==> src/rtl/pipeline_hazard_ctrl.sv <==
// -----------------------------------------------------------------------------
// pipeline_hazard_ctrl
//   Central stall/flush sequencer for the 5-stage 16-bit pipeline. It resolves
//   load-use hazards, control-transfer redirects, multi-cycle data-memory
//   accesses and HALT/resume, and keeps saturating stall/flush counters.
//
// Parameters
//   MEM_LAT  data-memory access latency in cycles (>=1; 1 never freezes)
//   CNT_W    width of the performance counters
//
// Ports
//   clk, rst                 clock; asynchronous active-high reset
//   id_rs, id_rt             source register fields of the ID instruction
//   id_uses_rs, id_uses_rt   ID instruction actually reads rs / rt
//   id_jump, id_halt         jump/call or HALT decoded in ID
//   ex_mem_read, ex_rd       EX instruction is a load, and its destination
//   ex_redirect              taken branch/ret/for_loop resolved in EX
//   mem_access               MEM-stage instruction touches data memory
//   resume                   one-cycle pulse that leaves HALT
//   pc_we .. mem_wb_bubble   pipeline register enables / flush / bubble
//   state                    RUN=0, MEM_WAIT=1, HALT=2
//   stall_cnt, flush_cnt     saturating counts of pc_we=0 / if_id_flush=1
// -----------------------------------------------------------------------------
module pipeline_hazard_ctrl #(
  parameter int MEM_LAT = 2,
  parameter int CNT_W   = 16
) (
  input  logic             clk,
  input  logic             rst,
  input  logic [2:0]       id_rs,
  input  logic [2:0]       id_rt,
  input  logic             id_uses_rs,
  input  logic             id_uses_rt,
  input  logic             id_jump,
  input  logic             id_halt,
  input  logic             ex_mem_read,
  input  logic [2:0]       ex_rd,
  input  logic             ex_redirect,
  input  logic             mem_access,
  input  logic             resume,
  output logic             pc_we,
  output logic             if_id_we,
  output logic             if_id_flush,
  output logic             id_ex_stall,
  output logic             id_ex_bubble,
  output logic             ex_mem_stall,
  output logic             mem_wb_bubble,
  output logic [1:0]       state,
  output logic [CNT_W-1:0] stall_cnt,
  output logic [CNT_W-1:0] flush_cnt
);

  typedef enum logic [1:0] {
    RUN      = 2'd0,
    MEM_WAIT = 2'd1,
    HALT     = 2'd2
  } state_t;

  // Wait counter holds the number of extra frozen cycles after the first one.
  localparam int               WCNT_W    = (MEM_LAT > 2) ? $clog2(MEM_LAT - 1) : 1;
  localparam bit               MULTI     = (MEM_LAT > 1);
  localparam logic [WCNT_W-1:0] WCNT_LOAD = MULTI ? WCNT_W'(MEM_LAT - 2) : '0;

  state_t            cur, nxt;
  logic [WCNT_W-1:0] wcnt, wcnt_nxt;
  // Set while a memory access is being waited out without leaving HALT.
  logic              hwait, hwait_nxt;
  logic              load_use;
  logic              freeze;

  assign state = cur;

  assign load_use = ex_mem_read &&
                    ((id_uses_rs && (id_rs == ex_rd)) ||
                     (id_uses_rt && (id_rt == ex_rd)));

  // A MEM_WAIT cycle with wcnt==0 is the release cycle and is not frozen.
  always_comb begin
    freeze = 1'b0;
    case (cur)
      RUN:      freeze = mem_access && MULTI;
      MEM_WAIT: freeze = (wcnt != '0);
      HALT:     freeze = hwait ? (wcnt != '0) : (mem_access && MULTI);
      default:  freeze = 1'b0;
    endcase
  end

  // State register.
  always_ff @(posedge clk or posedge rst) begin
    if (rst) begin
      cur   <= RUN;
      wcnt  <= '0;
      hwait <= 1'b0;
    end else begin
      // NOTE: sequential state uses non-blocking assignments so every register
      // samples the pre-edge values regardless of statement order.
      cur   <= nxt;
      wcnt  <= wcnt_nxt;
      hwait <= hwait_nxt;
    end
  end

  // Next-state logic.
  always_comb begin
    // NOTE: defaults first so every path assigns every signal; no latches.
    nxt       = cur;
    wcnt_nxt  = wcnt;
    hwait_nxt = hwait;
    case (cur)
      RUN: begin
        if (freeze) begin
          nxt      = MEM_WAIT;
          wcnt_nxt = WCNT_LOAD;
        end else if (!ex_redirect && !load_use && id_halt) begin
          nxt = HALT;
        end
      end
      MEM_WAIT: begin
        if (wcnt != '0) wcnt_nxt = wcnt - WCNT_W'(1);
        else            nxt      = RUN;
      end
      HALT: begin
        if (freeze) begin
          if (hwait) begin
            wcnt_nxt = wcnt - WCNT_W'(1);
          end else begin
            hwait_nxt = 1'b1;
            wcnt_nxt  = WCNT_LOAD;
          end
        end else begin
          hwait_nxt = 1'b0;
          if (resume) nxt = RUN;
        end
      end
      default: begin
        nxt       = RUN;
        wcnt_nxt  = '0;
        hwait_nxt = 1'b0;
      end
    endcase
  end

  // Output logic.
  always_comb begin
    pc_we         = 1'b1;
    if_id_we      = 1'b1;
    if_id_flush   = 1'b0;
    id_ex_stall   = 1'b0;
    id_ex_bubble  = 1'b0;
    ex_mem_stall  = 1'b0;
    mem_wb_bubble = 1'b0;
    if (rst) begin
      pc_we    = 1'b0;
      if_id_we = 1'b0;
    end else if (freeze) begin
      // Every stage holds; pending events persist and are seen later.
      pc_we         = 1'b0;
      if_id_we      = 1'b0;
      id_ex_stall   = 1'b1;
      ex_mem_stall  = 1'b1;
      mem_wb_bubble = 1'b1;
    end else begin
      case (cur)
        RUN: begin
          if (ex_redirect) begin
            if_id_flush  = 1'b1;
            id_ex_bubble = 1'b1;
          end else if (load_use || id_halt) begin
            pc_we        = 1'b0;
            if_id_we     = 1'b0;
            id_ex_bubble = 1'b1;
          end else if (id_jump) begin
            if_id_flush = 1'b1;
          end
        end
        HALT: begin
          if (!resume) begin
            pc_we        = 1'b0;
            if_id_we     = 1'b0;
            id_ex_bubble = 1'b1;
          end
        end
        default: ;  // MEM_WAIT release cycle and unused encoding
      endcase
    end
  end

  // Saturating performance counters.
  always_ff @(posedge clk or posedge rst) begin
    // NOTE: only control/status registers are reset here; there is no memory.
    if (rst) begin
      stall_cnt <= '0;
      flush_cnt <= '0;
    end else begin
      if (!pc_we && (stall_cnt != '1))      stall_cnt <= stall_cnt + CNT_W'(1);
      if (if_id_flush && (flush_cnt != '1)) flush_cnt <= flush_cnt + CNT_W'(1);
    end
  end

endmodule
==> config.mk <==
export PLATFORM = sky130hd
export DESIGN_NAME = pipeline_hazard_ctrl
export DESIGN_NICKNAME = d
export VERILOG_FILES = /design/src/rtl/pipeline_hazard_ctrl.sv
export SDC_FILE = /design/constraint.sdc
export NUM_CORES = 1
export LEC_CHECK = 0
export CAP_MARGIN = 15
export CELL_PAD_IN_SITES_DETAIL_PLACEMENT = 0
export CELL_PAD_IN_SITES_GLOBAL_PLACEMENT = 2
export CORE_UTILIZATION = 29
export DETAILED_ROUTE_END_ITERATION = 10
export PLACE_DENSITY = 0.82
export SLEW_MARGIN = 10
export SYNTH_ARGS = -nofsm -noshare
export SYNTH_HDL_FRONTEND = slang
export SYNTH_SLANG_ARGS = --single-unit
==> constraint.sdc <==
create_clock -name clk -period 2.91 [get_ports clk]
set_input_delay 0.582 -clock clk [delete_from_list [all_inputs] [get_ports clk]]
set_output_delay 0.582 -clock clk [all_outputs]
set_load 0.005 [all_outputs]
[Word level (Yosys, flattened, before mapping)]
Cells that the tools add are included.
Cells by class
  add/subtract/negate cells: 3
  equality and inequality tests: 12
  muxes and demuxes: 34
  reductions and logical operators: 16
Operators with widths (number)
  $add A16 B1 Y16 const B: 2
  $ne A16 B16 Y1 const B: 2
  $mux W1: 23
  $mux W2: 5
  $ne A2 B2 Y1 const B: 5
  $logic_and A1 B1 Y1: 7
  $eq A3 B3 Y1: 2
  $pmux W1 S2: 3
  $pmux W1 S3: 2
  $pmux W2 S3: 1
  $reduce_and A4 Y1: 1
  $logic_not A1 Y1: 3
  $ne A3 B3 Y1 const B: 1
  $eq A2 B1 Y1 const B: 1
  $eq A2 B2 Y1 const B: 1
  $logic_not A2 Y1: 1
  $logic_or A1 B1 Y1: 2
  $reduce_and A2 Y1: 1
  $reduce_or A2 Y1: 1
  $sub A1 B1 Y1 const B: 1
Storage, ports and cells
  register bits: 36
  input port bits: 19
  output and inout port bits: 41
  word-level logic and storage cells: 70

[Longest topological paths before layout]
  depth in word-level cells: 12
  mapped depth: 10
  gate-level depth less buffers: 8

[Worst setup path before layout]
OpenSTA, ideal clock, no wires.
  path kind: register to output
  from: register cur[0] (netlist: state[0])
  to: output port pc_we
  data arrival time: 1994 ps
  data required time: 2328 ps
  path slack: 334 ps
  cell stages (with the launch flop): 9
  path buffers: 2
  cell sequence: dfrtp_1 > inv_1 > ha_1 > a21oi_2 > nor3b_2 > or4_4 > a21oi_4 > buf_6 > buf_4
Between the ends
  cells in the longest elaborated chain, start to end: 4
  elaborated cells between the ends (all ways): 7
  classes of those cells: eq/ne (2); mux (4); reduce/logical (1)
Ends and longest elaborated chain
  start, declared: line 64  | state_t cur, nxt;
  start signal, assigned: line 97  | cur <= nxt;
  $eq A2 B2 Y1, or another cell as far along
  $pmux W1 S3 / $pmux W1 S2 (equally long branches)
  $mux W1 (*) (2 in a row)
  end, declared: line 41  | output logic pc_we,
Mark *: on every way between the ends. The rest lies on a longest branch, timed or not.

[Worst setup path in the final report]
  from: register cur[0] (netlist: state[0])
  to: output port id_ex_stall
Between the ends
  cells in the longest elaborated chain, start to end: 4
  elaborated cells between the ends (all ways): 6
  classes of those cells: eq/ne (2); mux (3); reduce/logical (1)
Ends and longest elaborated chain
  $eq A2 B2 Y1, or another cell as far along: line 80  | case (cur)
  $pmux W1 S3 (*): line 80
  $mux W1 (*)
  $mux W1 (*): line 152  | if (rst) begin
  end, declared: line 44  | output logic id_ex_stall,
Marks and branches as above.

==> metrics.txt <==
# TYPE chip_impl_metric gauge
chip_impl_metric{name="grt_first_pass_wirelength",unit="um"} 8470
chip_impl_metric{name="cts-htree-levels",unit=""} 2
chip_impl_metric{name="p_sw_frac",unit=""} 0.350
chip_impl_metric{name="worst_r2r_path_depth",unit=""} 10
chip_impl_metric{name="synth_compound_area_frac",unit=""} 0.0885
chip_impl_metric{name="finalHoldViolCount",unit=""} 0
chip_impl_metric{name="count_of_buffering_cells_on_the_critical_path_with_inverters_included",unit=""} 3
chip_impl_info{name="crit_chain",value="buf_4 -> ha_1 -> nor3b_2 -> buf_4 -> nor2_1 -> nor2_2 -> clkdlybuf4s50_1"} 1
chip_impl_metric{name="clock_skew",unit="ns"} 0.00781
chip_impl_metric{name="timing.hold.worst_path_depth",unit=""} 1
chip_impl_metric{name="detail_route.vias_per_cell",unit=""} 4.68
chip_impl_metric{name="synth_adder_area_share",unit=""} 0.0354
chip_impl_metric{name="num_antenna_cells",unit=""} 0
chip_impl_metric{name="ctsLongestPathBuffers",unit=""} 2
chip_impl_metric{name="filler_cell_count",unit=""} 683
chip_impl_metric{name="postPlaceCellArea",unit="sq mm"} 0.00290
chip_impl_metric{name="maximum_number_of_pins_on_one_net_before_global_route_repair",unit=""} 37
chip_impl_info{name="hold_sp",value="stall_cnt[9]"} 1
chip_impl_metric{name="yosys.area_share.xor_xnor",unit=""} 0.140
chip_impl_metric{name="post_route_design_area",unit="sq mm"} 0.00308
chip_impl_metric{name="fin_crit_sh",unit=""} 0.968
chip_impl_info{name="rr_endpoint",value="stall_cnt[14]"} 1
chip_impl_info{name="clock-root-buffer",value="sky130_fd_sc_hd__clkbuf_8"} 1
chip_impl_metric{name="synth_cells",unit=""} 213
chip_impl_metric{name="synth-seq-area-share",unit=""} 0.425
chip_impl_metric{name="finalCoreUtilization",unit=""} 0.444
chip_impl_metric{name="maxSlewViolCount",unit=""} 0
chip_impl_metric{name="core",unit="sq mm"} 0.00694
chip_impl_info{name="cpLargestDelayFamily",value="buffers and inverters"} 1
chip_impl_metric{name="synth_enable_flop_cells",unit=""} 0
chip_impl_metric{name="mappedNetlistNets",unit=""} 238
chip_impl_info{name="critical-path-slowest-cell",value="sky130_fd_sc_hd__clkdlybuf4s50_1"} 1
chip_impl_info{name="leading_cell_type_in_the_layout_fill_and_taps_excluded",value="sky130_fd_sc_hd__clkdlybuf4s50_1"} 1
chip_impl_metric{name="placementRows",unit=""} 30
chip_impl_info{name="hold_path_class",value="register to register"} 1
chip_impl_metric{name="worst_ir_drop_vdd",unit="uV"} 288
chip_impl_metric{name="net_count_of_the_finished_layout",unit=""} 316
chip_impl_metric{name="worst-path-max-fanout",unit=""} 4
chip_impl_metric{name="cts_inserted_buffers",unit=""} 5
chip_impl_info{name="worst_hold_path.endpoint",value="stall_cnt[9]"} 1
chip_impl_metric{name="detail_route.drc_violations",unit=""} 0
chip_impl_metric{name="internal-power",unit="W"} 0.00144
chip_impl_info{name="unrepaired_setup_endpoints_after_global_routing",value="no"} 1
chip_impl_metric{name="power_density",unit="mW/mm^2"} 718
chip_impl_metric{name="floorplan.initialDensity",unit=""} 0.305
chip_impl_info{name="critical_path.endpoint_type",value="output pin"} 1
chip_impl_metric{name="sequentialPowerShare",unit=""} 0.357
chip_impl_info{name="cp_common_cell",value="sky130_fd_sc_hd__buf_4"} 1
chip_impl_metric{name="ys_warn_count",unit=""} 0
chip_impl_metric{name="synth-async-reset-ratio",unit=""} 1.00
chip_impl_info{name="synth_top_family_by_area",value="simple AND/OR/NAND/NOR gates"} 1
chip_impl_metric{name="max_slew_margin",unit=""} 0.612
chip_impl_metric{name="mappedNetlistArea",unit="sq mm"} 0.00212
chip_impl_info{name="synth_top_flop_cell",value="sky130_fd_sc_hd__dfrtp_1"} 1
chip_impl_info{name="cts_tree",value="built"} 1
chip_impl_metric{name="post_synth.cell_area_avg",unit="sq um"} 9.95
chip_impl_metric{name="synth.mux.area_fraction",unit=""} 0.0230
chip_impl_metric{name="power.leakage",unit="nW"} 1.33
chip_impl_metric{name="portBuffers",unit=""} 59
chip_impl_metric{name="place.detailed.hpwl",unit="um"} 3700
chip_impl_metric{name="clkSinkCount",unit=""} 36
chip_impl_metric{name="timing.fmax",unit="MHz"} 355
chip_impl_metric{name="worst_pin_slew",unit="ns"} 0.578
chip_impl_info{name="result_of_the_run",value="finished clean"} 1
chip_impl_metric{name="detail_route.wirelength",unit="um"} 4990
chip_impl_metric{name="final_period_minus_worst_setup_slack",unit="ns"} 2.82
chip_impl_metric{name="combPwrFrac",unit=""} 0.446
chip_impl_metric{name="ys_seq_elements",unit=""} 36
chip_impl_metric{name="final-setup-viol-count",unit=""} 0
chip_impl_metric{name="cp.arrival",unit="ns"} 2.23
chip_impl_metric{name="worstPathRequired",unit="ns"} 2.33
chip_impl_metric{name="floorplan.die.height",unit="um"} 87.5
chip_impl_metric{name="finalHoldWorstSlack",unit="ns"} 0.497
chip_impl_metric{name="drt_iter0_drc",unit=""} 49
chip_impl_metric{name="grt.total_usage",unit=""} 0.142
chip_impl_info{name="critPathKind",value="register to output pin"} 1
chip_impl_metric{name="pin_count",unit=""} 60
chip_impl_metric{name="route.antenna.remaining_nets",unit=""} 0
chip_impl_metric{name="cap_violations",unit=""} 0
chip_impl_metric{name="route.detailed.wl_per_inst",unit="um"} 12.9
chip_impl_metric{name="clock_latency",unit="ns"} 0.30
chip_impl_info{name="setup.worst_path.start_class",value="register"} 1
chip_impl_metric{name="dr_pass1_iterations",unit=""} 4
chip_impl_metric{name="layout-drive-gt1-share",unit=""} 0.188
chip_impl_metric{name="timing.critical_path.slowest_cell_delay",unit="ns"} 0.51
chip_impl_metric{name="overflow",unit=""} 0
chip_impl_metric{name="vias_in_the_first_global_route",unit=""} 1772
chip_impl_metric{name="detailroute.via_count",unit=""} 1817
chip_impl_metric{name="part_of_the_power_in_the_clock_network",unit=""} 0.197
chip_impl_metric{name="initial_antenna_violation_count",unit=""} 0
chip_impl_metric{name="gp_routability_congestion",unit=""} 0.783
chip_impl_metric{name="post_synth_num_cell_types",unit=""} 47
chip_impl_metric{name="total_switching_power",unit="W"} 0.000775
chip_impl_metric{name="yosys.area_share.simple",unit=""} 0.242
chip_impl_metric{name="worst-r2r-setup-slack",unit="ns"} 0.36
chip_impl_metric{name="die_area",unit="sq mm"} 0.00765
chip_impl_info{name="regToRegStartpoint",value="state[1]"} 1
chip_impl_info{name="mostFrequentLayoutCells",value="sky130_fd_sc_hd__clkdlybuf4s50_1, sky130_fd_sc_hd__dfrtp_1, sky130_fd_sc_hd__xor2_1"} 1
chip_impl_metric{name="area.growth.synth_to_final",unit="%"} 45.5
chip_impl_metric{name="die_width",unit="um"} 87.5
chip_impl_metric{name="cts.clk_slew.worst_paths",unit="ns"} 0.07
[repair_timing]
item / 4_1_cts / 5_1_grt
resized for setup: 8 / 14
setup endpoints to repair: 7 / 6
pin swaps: 2 / 3
hold buffers: 0 / 0
setup buffers: 1 / 2
[flip-flops by register name, summed over array words and instances (netlist names)]
| name | count |
|---|---|
| flush_cnt | 16 |
| hwait | 1 |
| state | 2 |
| wcnt | 1 |
| stall_cnt | 16 |
[cell usage after synthesis (3+ instances only)]
library cell / instances / area, sq um
sky130_fd_sc_hd__nand2b_1: 4 / 25.0
sky130_fd_sc_hd__nor3_1: 10 / 50.1
sky130_fd_sc_hd__dfrtp_1: 36 / 901
sky130_fd_sc_hd__xnor2_1: 10 / 87.6
sky130_fd_sc_hd__o21ai_0: 4 / 20.0
sky130_fd_sc_hd__buf_4: 4 / 30.0
sky130_fd_sc_hd__inv_1: 11 / 41.3
sky130_fd_sc_hd__nand3_1: 9 / 45.0
sky130_fd_sc_hd__a21oi_1: 3 / 15.0
sky130_fd_sc_hd__ha_1: 6 / 75.1
sky130_fd_sc_hd__nor2_1: 11 / 41.3
sky130_fd_sc_hd__nor3b_1: 3 / 22.5
sky130_fd_sc_hd__nor4_1: 12 / 75.1
sky130_fd_sc_hd__xor2_1: 24 / 210
sky130_fd_sc_hd__nand4_1: 9 / 56.3
sky130_fd_sc_hd__nand2_1: 17 / 63.8
[power groups by stage]
stage | registers (W) | logic [W] | clock network [W]
floorplan | 0.000784 | 0.000507 | 0
global placement | 0.000800 | 0.000954 | 0
detailed placement | 0.000798 | 0.000962 | 0
CTS | 0.000792 | 0.000965 | 0.000454
global route | 0.000815 | 0.00110 | 0.000479
finish | 0.000791 | 0.000987 | 0.000436
[per-stage QoR]
step | cells | power (W) | setup WS (ns) | TNS (ns)
after floorplan | 213 | 0.00129 | 0.334 | 0
after global placement | 377 | 0.00175 | -0.114 | -0.288
after detailed placement | 377 | 0.00176 | -0.142 | -0.449
after CTS | 386 | 0.00221 | 0.00396 | 0
after global routing | 388 | 0.00239 | 0.000807 | 0
final | 388 | 0.00221 | 0.0933 | 0
[layout make-up]
class                   instances  area [sq um]  share of cell area
clock inverters                 2          35.0              0.0114
flip-flops and latches         36           902               0.293
inverters                      11          41.3              0.0134
repair buffers                 79           737               0.239
well taps                      96           120              0.0390
clock buffers                   6          72.6              0.0235
multi-input cells             158          1170               0.381
[kinds of logic (layout without fill, tap and decap cells)]
logic type | count (synthesis) | after routing
AO/OA/AOI/OAI | 23 | 23
adder cells (fa/ha/maj) | 6 | 6
buffers and inverters | 19 | 98
AND/OR/NAND/NOR | 91 | 91
multiplexers | 4 | 4
flip-flops | 36 | 36
XOR/XNOR | 34 | 34
[metal layers]
metal | routed length (um) | vias up | track usage
met2 | 2370 | 43 | 0.232
met1 | 2360 | 859 | 0.182
met5 | 0 | - | 0
li1 | - | 906 | -
met4 | 75 | 0 | 0.0581
met3 | 187 | 9 | 0.0313
[worst register-to-register path, stage by stage (launching register included)]
cell and delay (ns):
sky130_fd_sc_hd__dfrtp_1 0.41, sky130_fd_sc_hd__buf_4 0.15, sky130_fd_sc_hd__ha_4 0.17, sky130_fd_sc_hd__a21oi_2 0.17, sky130_fd_sc_hd__nor3b_2 0.07, sky130_fd_sc_hd__buf_4 0.14
sky130_fd_sc_hd__or4_4 0.52, sky130_fd_sc_hd__a21oi_4 0.18, sky130_fd_sc_hd__buf_4 0.24, sky130_fd_sc_hd__nor3_2 0.07, sky130_fd_sc_hd__mux2_1 0.31
[how the worst max path moves through the flow]
stage	start	endpoint	slack, ns	depth (start not counted)
after global placement	ex_redirect	if_id_we	-0.11	6
after floorplan	state[0]	pc_we	0.33	8
after global routing	state[1]	if_id_we	0.0008	8
after detailed placement	ex_rd[1]	id_ex_bubble	-0.14	7
final	state[0]	id_ex_stall	0.09	7
after CTS	state[0]	pc_we	0.004	8
Power figures use the tool's default switching activity.
